File: src/rtl/otter_mem_pkg.sv
// rtl/otter_mem_pkg.sv - shared types for the OTTER memory arbiter
package otter_mem_pkg;

    typedef enum logic [1:0] {
        SZ_BYTE = 2'b00,
        SZ_HALF = 2'b01,
        SZ_WORD = 2'b10
    } size_t;

    typedef enum logic {
        OWN_IF = 1'b0,
        OWN_D  = 1'b1
    } owner_t;

    typedef enum logic [1:0] {
        IDLE   = 2'b00,
        ACCESS = 2'b01,
        RESP   = 2'b10
    } arb_state_t;

    localparam logic [1:0] SIZE_INVALID = 2'b11;

endpackage

File: src/rtl/rr_arb2.sv
// rtl/rr_arb2.sv - two-way round-robin picker; ptr = 1 favours req[1]
module rr_arb2 (
    input  logic [1:0] req,
    input  logic       ptr,
    input  logic [1:0] mask,
    output logic [1:0] grant,
    output logic       next_ptr
);

    logic [1:0] eligible;

    assign eligible = req & ~mask;

    always_comb begin
        grant    = eligible;
        next_ptr = ptr;
        if (eligible == 2'b11) begin
            grant = ptr ? 2'b10 : 2'b01;
        end
        // after any grant the other requester gets priority next time
        if (grant[1]) begin
            next_ptr = 1'b0;
        end else if (grant[0]) begin
            next_ptr = 1'b1;
        end
    end

endmodule

File: src/rtl/mem_arbiter.sv
// rtl/mem_arbiter.sv - fetch/data arbiter in front of the single-port OTTER memory
module mem_arbiter
    import otter_mem_pkg::*;
#(
    parameter int ADDR_WIDTH  = 32,
    parameter int BUS_WIDTH   = 32,
    parameter int FETCH_FIRST = 1
) (
    input  logic                  clk,
    input  logic                  rst,
    input  logic                  if_req,
    input  logic [ADDR_WIDTH-1:0] if_addr,
    output logic                  if_done,
    output logic [BUS_WIDTH-1:0]  if_rdata,
    output logic                  if_err,
    input  logic                  d_req,
    input  logic                  d_wr,
    input  logic [ADDR_WIDTH-1:0] d_addr,
    input  logic [1:0]            d_size,
    input  logic [BUS_WIDTH-1:0]  d_wdata,
    output logic                  d_done,
    output logic [BUS_WIDTH-1:0]  d_rdata,
    output logic                  d_err,
    output logic [ADDR_WIDTH-1:0] m_addr,
    output logic [1:0]            m_size,
    output logic                  m_rd,
    output logic                  m_wr,
    output logic [BUS_WIDTH-1:0]  m_wdata,
    input  logic [BUS_WIDTH-1:0]  m_rdata,
    input  logic                  m_error
);

    arb_state_t state, state_next;
    owner_t     owner;

    logic                  ptr, ptr_next;
    logic [1:0]            req_vec, mask, grant;
    logic                  load;
    logic                  lat_wr;
    logic [ADDR_WIDTH-1:0] lat_addr;
    logic [1:0]            lat_size;
    logic [BUS_WIDTH-1:0]  lat_wdata;
    logic                  acc_err;
    logic                  size_invalid;
    logic [BUS_WIDTH-1:0]  resp_data;

    // bit 1 is fetch so that ptr = 1 means fetch wins a tie
    assign req_vec      = {if_req, d_req};
    assign size_invalid = (lat_size == SIZE_INVALID);
    assign resp_data    = (!lat_wr && !acc_err) ? m_rdata : '0;

    rr_arb2 u_rr_arb2 (
        .req      (req_vec),
        .ptr      (ptr),
        .mask     (mask),
        .grant    (grant),
        .next_ptr (ptr_next)
    );

    always_ff @(posedge clk) begin
        if (rst) begin
            state <= IDLE;
        end else begin
            state <= state_next;
        end
    end

    always_comb begin
        state_next = state;
        mask       = 2'b00;
        load       = 1'b0;
        m_addr     = '0;
        m_size     = 2'b00;
        m_wdata    = '0;
        m_rd       = 1'b0;
        m_wr       = 1'b0;
        if_done    = 1'b0;
        if_rdata   = '0;
        if_err     = 1'b0;
        d_done     = 1'b0;
        d_rdata    = '0;
        d_err      = 1'b0;
        case (state)
            IDLE: begin
                load = |grant;
                if (load) begin
                    state_next = ACCESS;
                end
            end
            ACCESS: begin
                m_addr     = lat_addr;
                m_size     = lat_size;
                m_wdata    = lat_wdata;
                m_rd       = !lat_wr && !m_error && !size_invalid && !rst;
                m_wr       = lat_wr && !m_error && !size_invalid && !rst;
                state_next = RESP;
            end
            RESP: begin
                // the current owner cannot win back-to-back
                mask = (owner == OWN_IF) ? 2'b10 : 2'b01;
                load = |grant;
                state_next = load ? ACCESS : IDLE;
                if (!rst) begin
                    if (owner == OWN_IF) begin
                        if_done  = 1'b1;
                        if_rdata = resp_data;
                        if_err   = acc_err;
                    end else begin
                        d_done  = 1'b1;
                        d_rdata = resp_data;
                        d_err   = acc_err;
                    end
                end
            end
            default: state_next = IDLE;
        endcase
    end

    always_ff @(posedge clk) begin
        if (rst) begin
            ptr       <= (FETCH_FIRST != 0);
            owner     <= OWN_IF;
            lat_wr    <= 1'b0;
            lat_addr  <= '0;
            lat_size  <= 2'b00;
            lat_wdata <= '0;
            acc_err   <= 1'b0;
        end else begin
            if (load) begin
                ptr <= ptr_next;
                if (grant[1]) begin
                    owner     <= OWN_IF;
                    lat_wr    <= 1'b0;
                    lat_addr  <= if_addr;
                    lat_size  <= SZ_WORD;
                    lat_wdata <= '0;
                end else begin
                    owner     <= OWN_D;
                    lat_wr    <= d_wr;
                    lat_addr  <= d_addr;
                    lat_size  <= d_size;
                    lat_wdata <= d_wdata;
                end
            end
            if (state == ACCESS) begin
                acc_err <= m_error | size_invalid;
            end
        end
    end

endmodule

File: config.mk
export PLATFORM = sky130hd
export DESIGN_NAME = mem_arbiter
export DESIGN_NICKNAME = d
export VERILOG_FILES = /design/src/rtl/otter_mem_pkg.sv /design/src/rtl/rr_arb2.sv /design/src/rtl/mem_arbiter.sv
export SDC_FILE = /design/constraint.sdc
export NUM_CORES = 1
export LEC_CHECK = 0
export ABC_CLOCK_PERIOD_IN_PS = 1900
export BUFFER_PORTS_ARGS = -buffer_cell sky130_fd_sc_hd__buf_2
export CORE_MARGIN = 5
export CORE_UTILIZATION = 38
export CTS_CLUSTER_DIAMETER = 100
export DETAILED_ROUTE_END_ITERATION = 12
export PLACE_DENSITY = 0.84
export SYNTH_ARGS = -nofsm -noshare
export SYNTH_HDL_FRONTEND = slang
export SYNTH_HIERARCHICAL = 1
export SYNTH_SLANG_ARGS = --single-unit
File: constraint.sdc
create_clock -name clk -period 1.9 [get_ports clk]
set_clock_uncertainty 0.2 [all_clocks]
set_input_delay 0 -clock clk [delete_from_list [all_inputs] [get_ports clk]]
set_output_delay 0 -clock clk [all_outputs]
set_load 0.005 [all_outputs]
==> summary.txt, run 1 <==
run status: finished with violations
failing checks: negative setup slack
setup ws final: -0.100 ns
Initial DRC Count: 427
DIE WIDTH: 111 µm
Clock Tree Buf Depth: 2
CTS tree: built
largest net degree at the start of global routing: 65
Worst Hold End: if_rdata[7]
Arrival @ worst endpoint: 2.03 ns
Final ANT Viol Nets: 0
LEAKAGE: 0.00374 µW
CP bufs+invs: 2
# rows: 37
CP top delay family: simple AND/OR/NAND/NOR gates
final setup fails: 75
Place WS: -0.0855 ns
RD Place Congestion: 0.906
Mapped Nets: 586
syn avg cell area: 8.68 µm²
Root Buffer Master: clkbuf_8
WHS Path Cells: 3
Hold WC Path Type: input port to output port
design area: 7460 µm²
#FFs+latches synth: 72
FF-to-FF Start: state[1]
RSZ-0062 raised after global routing: yes
CP cell instances: nor3b_4, nand2b_1, nor2_4, buf_4, buf_12, mux2i_1, o2bb2ai_1
critical path's slowest cell: dfxtp_2
I/O pin count: 272
most frequent cells in the layout: buf_2 (249), dlygate4sd3_1 (103), dfxtp_1 (69)
overall power: 4450 µW
clk_lat worst skew: 0.35 ns
peak per-stage delay on the critical path: 0.33 ns
Synth cell types: 31
Comb power frac: 0.312
synthesized cell area: 3910 µm²
IR drop worst, VDD: 390 µV
design internal power: 3130 µW
Vias/cell: 5.22
Switching Share: 0.296
YS warnings: 6
number of global-route vias before repair: 4,998
Clock power frac: 0.294
Remaining DRCs: 0
overall routed net length: 18.6 mm
first-pass GRT wire length: 25.4 mm
layout overhead on the synthesized area: 90.8%
Flop pwr share: 0.394
layout cells sized above 1: 0.460
crit share post-route: 1.05
CTS H-tree lvls: 3
Placement Cell Area: 5510 µm²
relative slew slack: 0.688
Die ar.: 12,400 µm²
global route overflow: 0
Worst EP required: 1.93 ns
worst reg2reg setup slack: -0.10 ns
worst slew pin tran: 0.468 ns
Via Count: 5,075
initial antenna violation count: 3
Fmax achieved: 500 MHz
core box area: 10,200 µm²
Crit Path Category: flip-flop to flip-flop
final net count: 966
hold slack: 0.111 ns
Crit Reg-Reg Endpoint: lat_addr[13]
wire per inst: 19.1 µm
Num CTS Buffers: 9
max-slew violations: 0
Startpoint Class: flip-flop
minimum clock period: 2.00 ns
Switch Pwr: 1320 µW
Max Cap Viol: 0
setup TNS: -3.16 ns
Total Routing Usage GR: 0.251
sequential-to-total area share from yosys stat: 0.369
Hold Vio Cnt, Final: 0
Die Span Y: 111 µm
Crit. End Element: flip-flop
Reg2Reg Depth: 7
Post-DP HPWL: 9.90 mm
clock sinks: 72
most common cell after layout, fill and taps aside: buf_2
Cell Pwr Density: 597 nW/µm²
drt pass-1 iters: 5
IO Port Bufs: 271
Reg clk slew, reported paths: 0.08 ns
cells after synthesis: 450
hold path startpoint: m_rdata[7]
Initial Util: 0.384
crit-path max FO: 29
==> Yosys cell counts (all sizes together) <==
cell	n	share of area
o2bb2ai	32	0.072
and3b	1	0.0022
o21ai	34	0.044
a211oi	3	0.0070
o21ba	1	0.0026
nand2b	37	0.059
mux2i	32	0.082
inv	4	0.0038
clkbuf	21	0.022
dfxtp	72	0.37
nor3	1	0.0013
and2	68	0.11
nor4b	1	0.0022
a311oi	1	0.0038
a21o	1	0.0019
and2b	2	0.0042
buf	25	0.040
nor2b	1	0.0035
and3	65	0.10
nand3	34	0.044
nor2	9	0.013
nor3b	2	0.0064
a21oi	3	0.0038
==> tightest hold or removal path, delay by kind of cell <==
family	cells	cell delay [ns]
buffers and inverters	2	0.18
AND/OR/NAND/NOR	1	0.12
==> power by group through the flow <==
| stage | sequential, µW | clock [µW] | combinational (µW) |
|---|---|---|---|
| CTS | 1740 | 1330 | 1110 |
| detailed placement | 1770 | 0 | 934 |
| finish | 1750 | 1310 | 1390 |
| global route | 1770 | 1410 | 1480 |
| floorplan | 1750 | 0 | 530 |
| global placement | 1770 | 0 | 918 |
==> per-layer routing <==
metal,routed length (µm),vias up,global-route usage
met5,0,-,0
met3,1620,57,0.0821
met1,6870,2371,0.275
met4,635,0,0.0965
li1,-,2338,-
met2,9440,309,0.450
==> final cells by class <==
| cell class | count | area, µm² |
|---|---|---|
| repair buffers | 415 | 3160 |
| clock inverters | 5 | 83.8 |
| clock buffers | 9 | 124 |
| inverters | 4 | 15.0 |
| well taps | 136 | 170 |
| multi-input cells | 328 | 2450 |
| flip-flops and latches | 72 | 1450 |
| fillers | 668 | 2730 |
| diodes | 3 | 7.51 |
==> repair_timing <==
item	CTS	global route
endpoints found under the setup margin	66	166
pin swaps	3	40
setup buffers	2	2
resized for setup	6	93
cloned	0	12
hold buffers	103	0
endpoints found under the hold margin	70	0
==> state kept, by name (all words and copies together) (netlist names) <==
name / flops
state: 2
lat_addr: 32
owner: 1
lat_wdata: 32
lat_wr: 1
ptr: 1
acc_err: 1
lat_size: 2
==> logic make-up after synthesis <==
group,count (synthesis),synth area share
and+or+nand+nor,221,0.349
AOI/OAI and AO/OA,75,0.134
buffers and inverters,50,0.0656
DFF,72,0.369
muxes,32,0.0820
==> worst max path at each step <==
stage | startpoint | to | slack, ns | depth (start not counted)
2_1_floorplan | state[0] | lat_wdata[16] | 0.004 | 9
4_1_cts | state[1] | lat_size[1] | -0.05 | 8
6_report | state[1] | lat_addr[13] | -0.10 | 7
3_3_place_gp | state[0] | lat_addr[17] | -0.003 | 7
3_5_place_dp | state[1] | lat_size[1] | -0.09 | 8
5_1_grt | owner | lat_wdata[23] | -0.21 | 8
==> metrics by stage <==
| step | util | std cells |
|---|---|---|
| after global placement | 0.541 | 836 |
| final | 0.732 | 972 |
| after detailed placement | 0.541 | 836 |
| after global routing | 0.732 | 972 |
| after CTS | 0.666 | 955 |
| after floorplan | - | 450 |
Note: power is estimated with default switching activity, not from simulation.
==> run 2, diff against run 1 <==
--- a/config.mk
+++ b/config.mk
@@ -5,10 +5,11 @@
 export SDC_FILE = /design/constraint.sdc
 export NUM_CORES = 1
 export LEC_CHECK = 0
+export ABC_AREA = 1
 export ABC_CLOCK_PERIOD_IN_PS = 1900
 export BUFFER_PORTS_ARGS = -buffer_cell sky130_fd_sc_hd__buf_2
 export CORE_MARGIN = 5
-export CORE_UTILIZATION = 38
+export CORE_UTILIZATION = 39
 export CTS_CLUSTER_DIAMETER = 100
 export DETAILED_ROUTE_END_ITERATION = 12
 export PLACE_DENSITY = 0.84
==> summary.txt, run 2 <==
Crit. End Element: flip-flop
most frequent cells in the layout: buf_2 (271), nand2_1 (215), nor2_1 (198)
cells after synthesis: 736 (+64%)
layout cells sized above 1: 0.346 (-0.114)
top-area cell type share of the netlist area: 0.345 (-0.0243)
Finished Core Util: 0.717 (-0.0148)
global route overflow: 0 (unchanged)
YS warnings: 6 (unchanged)
wire per inst: 16.2 µm (-15%)
Hold WC Path Type: input port to output port
Initial Util: 0.402 (+0.0179)
Num CTS Buffers: 9 (unchanged)
most common cell after layout, fill and taps aside: buf_2
first-pass GRT wire length: 28.9 mm (+14%)
Placement Cell Area: 5640 µm² (+2.5%)
Initial DRC Count: 440 (+3.0%)
Sequential Area: 1440 µm² (-0.17%)
Post-DP HPWL: 10.8 mm (+9.2%)
CP cell instances: inv_2, nor2_4, inv_2, nor2_2, inv_1, nand3b_1, nand2_2, o21ai_4, clkbuf_16, buf_16, nand2_2, a21oi_2
CTS tree: built
top cells by instance count after synthesis: nand2_1 (242), nor2_1 (207), inv_1 (79)
crit share post-route: 1.09 (+0.0377)
crit-path max FO: 7 (-76%)
synthesized cell area: 4180 µm² (+7.0%)
Worst EP required: 1.97 ns (+0.04 ns)
Fmax achieved: 483 MHz (-3.5%)
overall routed net length: 20.4 mm (+10%)
CTS H-tree lvls: 3 (unchanged)
# fillers: 755 (+13%)
most common cell in the netlist: nand2_1
worst reg2reg setup slack: -0.17 ns (-0.07 ns)
# placed instances: 1,112 (+33%)
Arrival @ worst endpoint: 2.14 ns (+0.11 ns)
failing checks: negative setup slack
Synth area leaders: dfxtp_1 (34%), nand2_1 (22%), nor2_1 (19%)
Clock Tree Buf Depth: 2 (unchanged)
Finished Layout Cells: 1,258 (+29%)
#FFs+latches synth: 72 (unchanged)
clock sinks: 72 (unchanged)
relative slew slack: 0.681 (-0.00676)
overall power: 5300 µW (+19%)
IO Port Bufs: 271 (unchanged)
Root Buffer Master: clkbuf_8
worst slew pin tran: 0.478 ns (+0.0101 ns)
DIE WIDTH: 114 µm (+1.9%)
design area: 7470 µm² (+0.20%)
Post-synth EDFFs: 0 (unchanged)
RSZ-0062 raised after global routing: yes
Hold Vio Cnt, Final: 0 (unchanged)
# rows: 37 (unchanged)
peak per-stage delay on the critical path: 0.33 ns (about the same)
fraction of registers with async set/reset: 0 (unchanged)
syn avg cell area: 5.68 µm² (-35%)
layout overhead on the synthesized area: 78.6%
minimum clock period: 2.07 ns (+0.0717 ns)
CP top delay family: buffers and inverters
critical path's slowest cell: dfxtp_2
Remaining DRCs: 0 (unchanged)
Reg clk slew, reported paths: 0.10 ns (+0.02 ns)
Max Cap Viol: 0 (unchanged)
CP bufs+invs: 5 (+3)
leading registers by flop count: lat_addr (32), lat_wdata (32)
setup ws final: -0.172 ns (-0.0717 ns)
clk_lat worst skew: 0.33 ns (-0.02 ns)
largest net degree at the start of global routing: 40 (-38%)
run status: finished with violations
IR drop worst, VDD: 483 µV (+24%)
Synth cell types: 17 (-45%)
Final ANT Viol Nets: 0 (unchanged)
max-slew violations: 0 (unchanged)
number of global-route vias before repair: 6,004 (+20%)
final setup fails: 69 (-8.0%)
area leader, netlist: dfxtp_1
Crit Path Category: flip-flop to flip-flop
ys flop type: dfxtp_1
area of the multi-input gates: 2310 µm² (-5.7%)
Cell Pwr Density: 709 nW/µm² (+19%)
Via Count: 6,315 (+24%)
Startpoint Class: flip-flop
initial antenna violation count: 4 (+1)
Vias/cell: 5.02 (-3.9%)
core box area: 10,400 µm² (+2.3%)
Total Routing Usage GR: 0.273 (+0.0216)
LEAKAGE: 0.00402 µW (+7.6%)
I/O pin count: 272 (unchanged)
Die ar.: 12,900 µm² (+3.9%)
final net count: 1,248 (+29%)
Die Span Y: 114 µm (+1.9%)
sequential-to-total area share from yosys stat: 0.345 (-0.0243)
RD Place Congestion: 0.873 (-3.7%)
Mapped Nets: 872 (+49%)
drt pass-1 iters: 6 (+1)
-- run 2: cell types whose count changed in the layout (fill, tap and decap cells not counted), sizes merged, moves of 33 or more --
cell	change
nand4	+34
nand2	+242
and3	-65
nand2b	-37
a21oi	+33
inv	+79
nor2	+198
and2	-68
o21ai	-33
-- run 2: area by class of cell --
type	count	share of cell area
Antenna cell	5	0.00167
Clock buffer	9	0.0166
Clock inverter	7	0.00938
Inverter	82	0.0419
Multi-Input combinational cell	530	0.310
Sequential cell	72	0.193
Tap cell	136	0.0228
Timing Repair Buffer	417	0.405
-- run 2: worst register-to-register path, stage by stage, from the launching register on --
cell	delay (ns)
dfxtp_2	0.33
inv_2	0.05
nor2_4	0.12
inv_2	0.05
nor2_2	0.11
inv_1	0.06
nand3b_1	0.12
nand2_2	0.10
o21ai_4	0.28
clkbuf_16	0.23
buf_16	0.13
nand2_2	0.07
a21oi_2	0.17
-- run 2: metal layers --
layer / routed length (µm) / part of all wire / track usage
met2: 10300 / 0.50 / 0.475
met4: 1300 / 0.064 / 0.177
met1: 7020 / 0.34 / 0.297
met5: 0 / 0 / 0
met3: 1870 / 0.091 / 0.0594
-- run 2: final timing paths --
path / startpoint / endpoint / depth (start not counted)
setup / recovery: state[1] / lat_wdata[23] / 12
hold / removal: m_rdata[0] / if_rdata[0] / 4
setup reg to reg: state[1] / lat_wdata[23] / 12
hold reg to reg: lat_wdata[4] / lat_wdata[4] / 2
-- run 2: where the power goes --
group | internal, µW | switching (µW)
Sequential | 1690 | 72.5
Combinational | 1040 | 1270
Clock | 607 | 618
-- run 2: metrics by stage --
step	worst slack, ns	hold slack, ns	TNS, ns
2_1_floorplan	0.0144	-0.100	0
3_3_place_gp	-0.0130	0.0347	-0.0173
3_5_place_dp	-0.0263	0.0600	-0.399
4_1_cts	-0.0155	0.126	-0.142
5_1_grt	-0.253	0.146	-12.17
6_report	-0.172	0.123	-6.71
-- run 2: timing repair --
item	CTS	global route
buffers inserted	5	4
endpoints found under the hold margin	70	0
endpoints found under the setup margin	46	72
hold buffers	103	0
gates cloned	2	13
pin swaps	2	19
resized for setup	12	59
-- run 2: kinds of logic (layout without fill, tap and decap cells) --
group / count (synthesis) / count (layout) / share of synthesized area
other: 0 / 5 / 0
AND/OR/NAND/NOR: 492 / 492 / 0.465
flip-flops: 72 / 72 / 0.345
AO/OA/AOI/OAI: 38 / 38 / 0.0470
buffers and inverters: 134 / 515 / 0.143
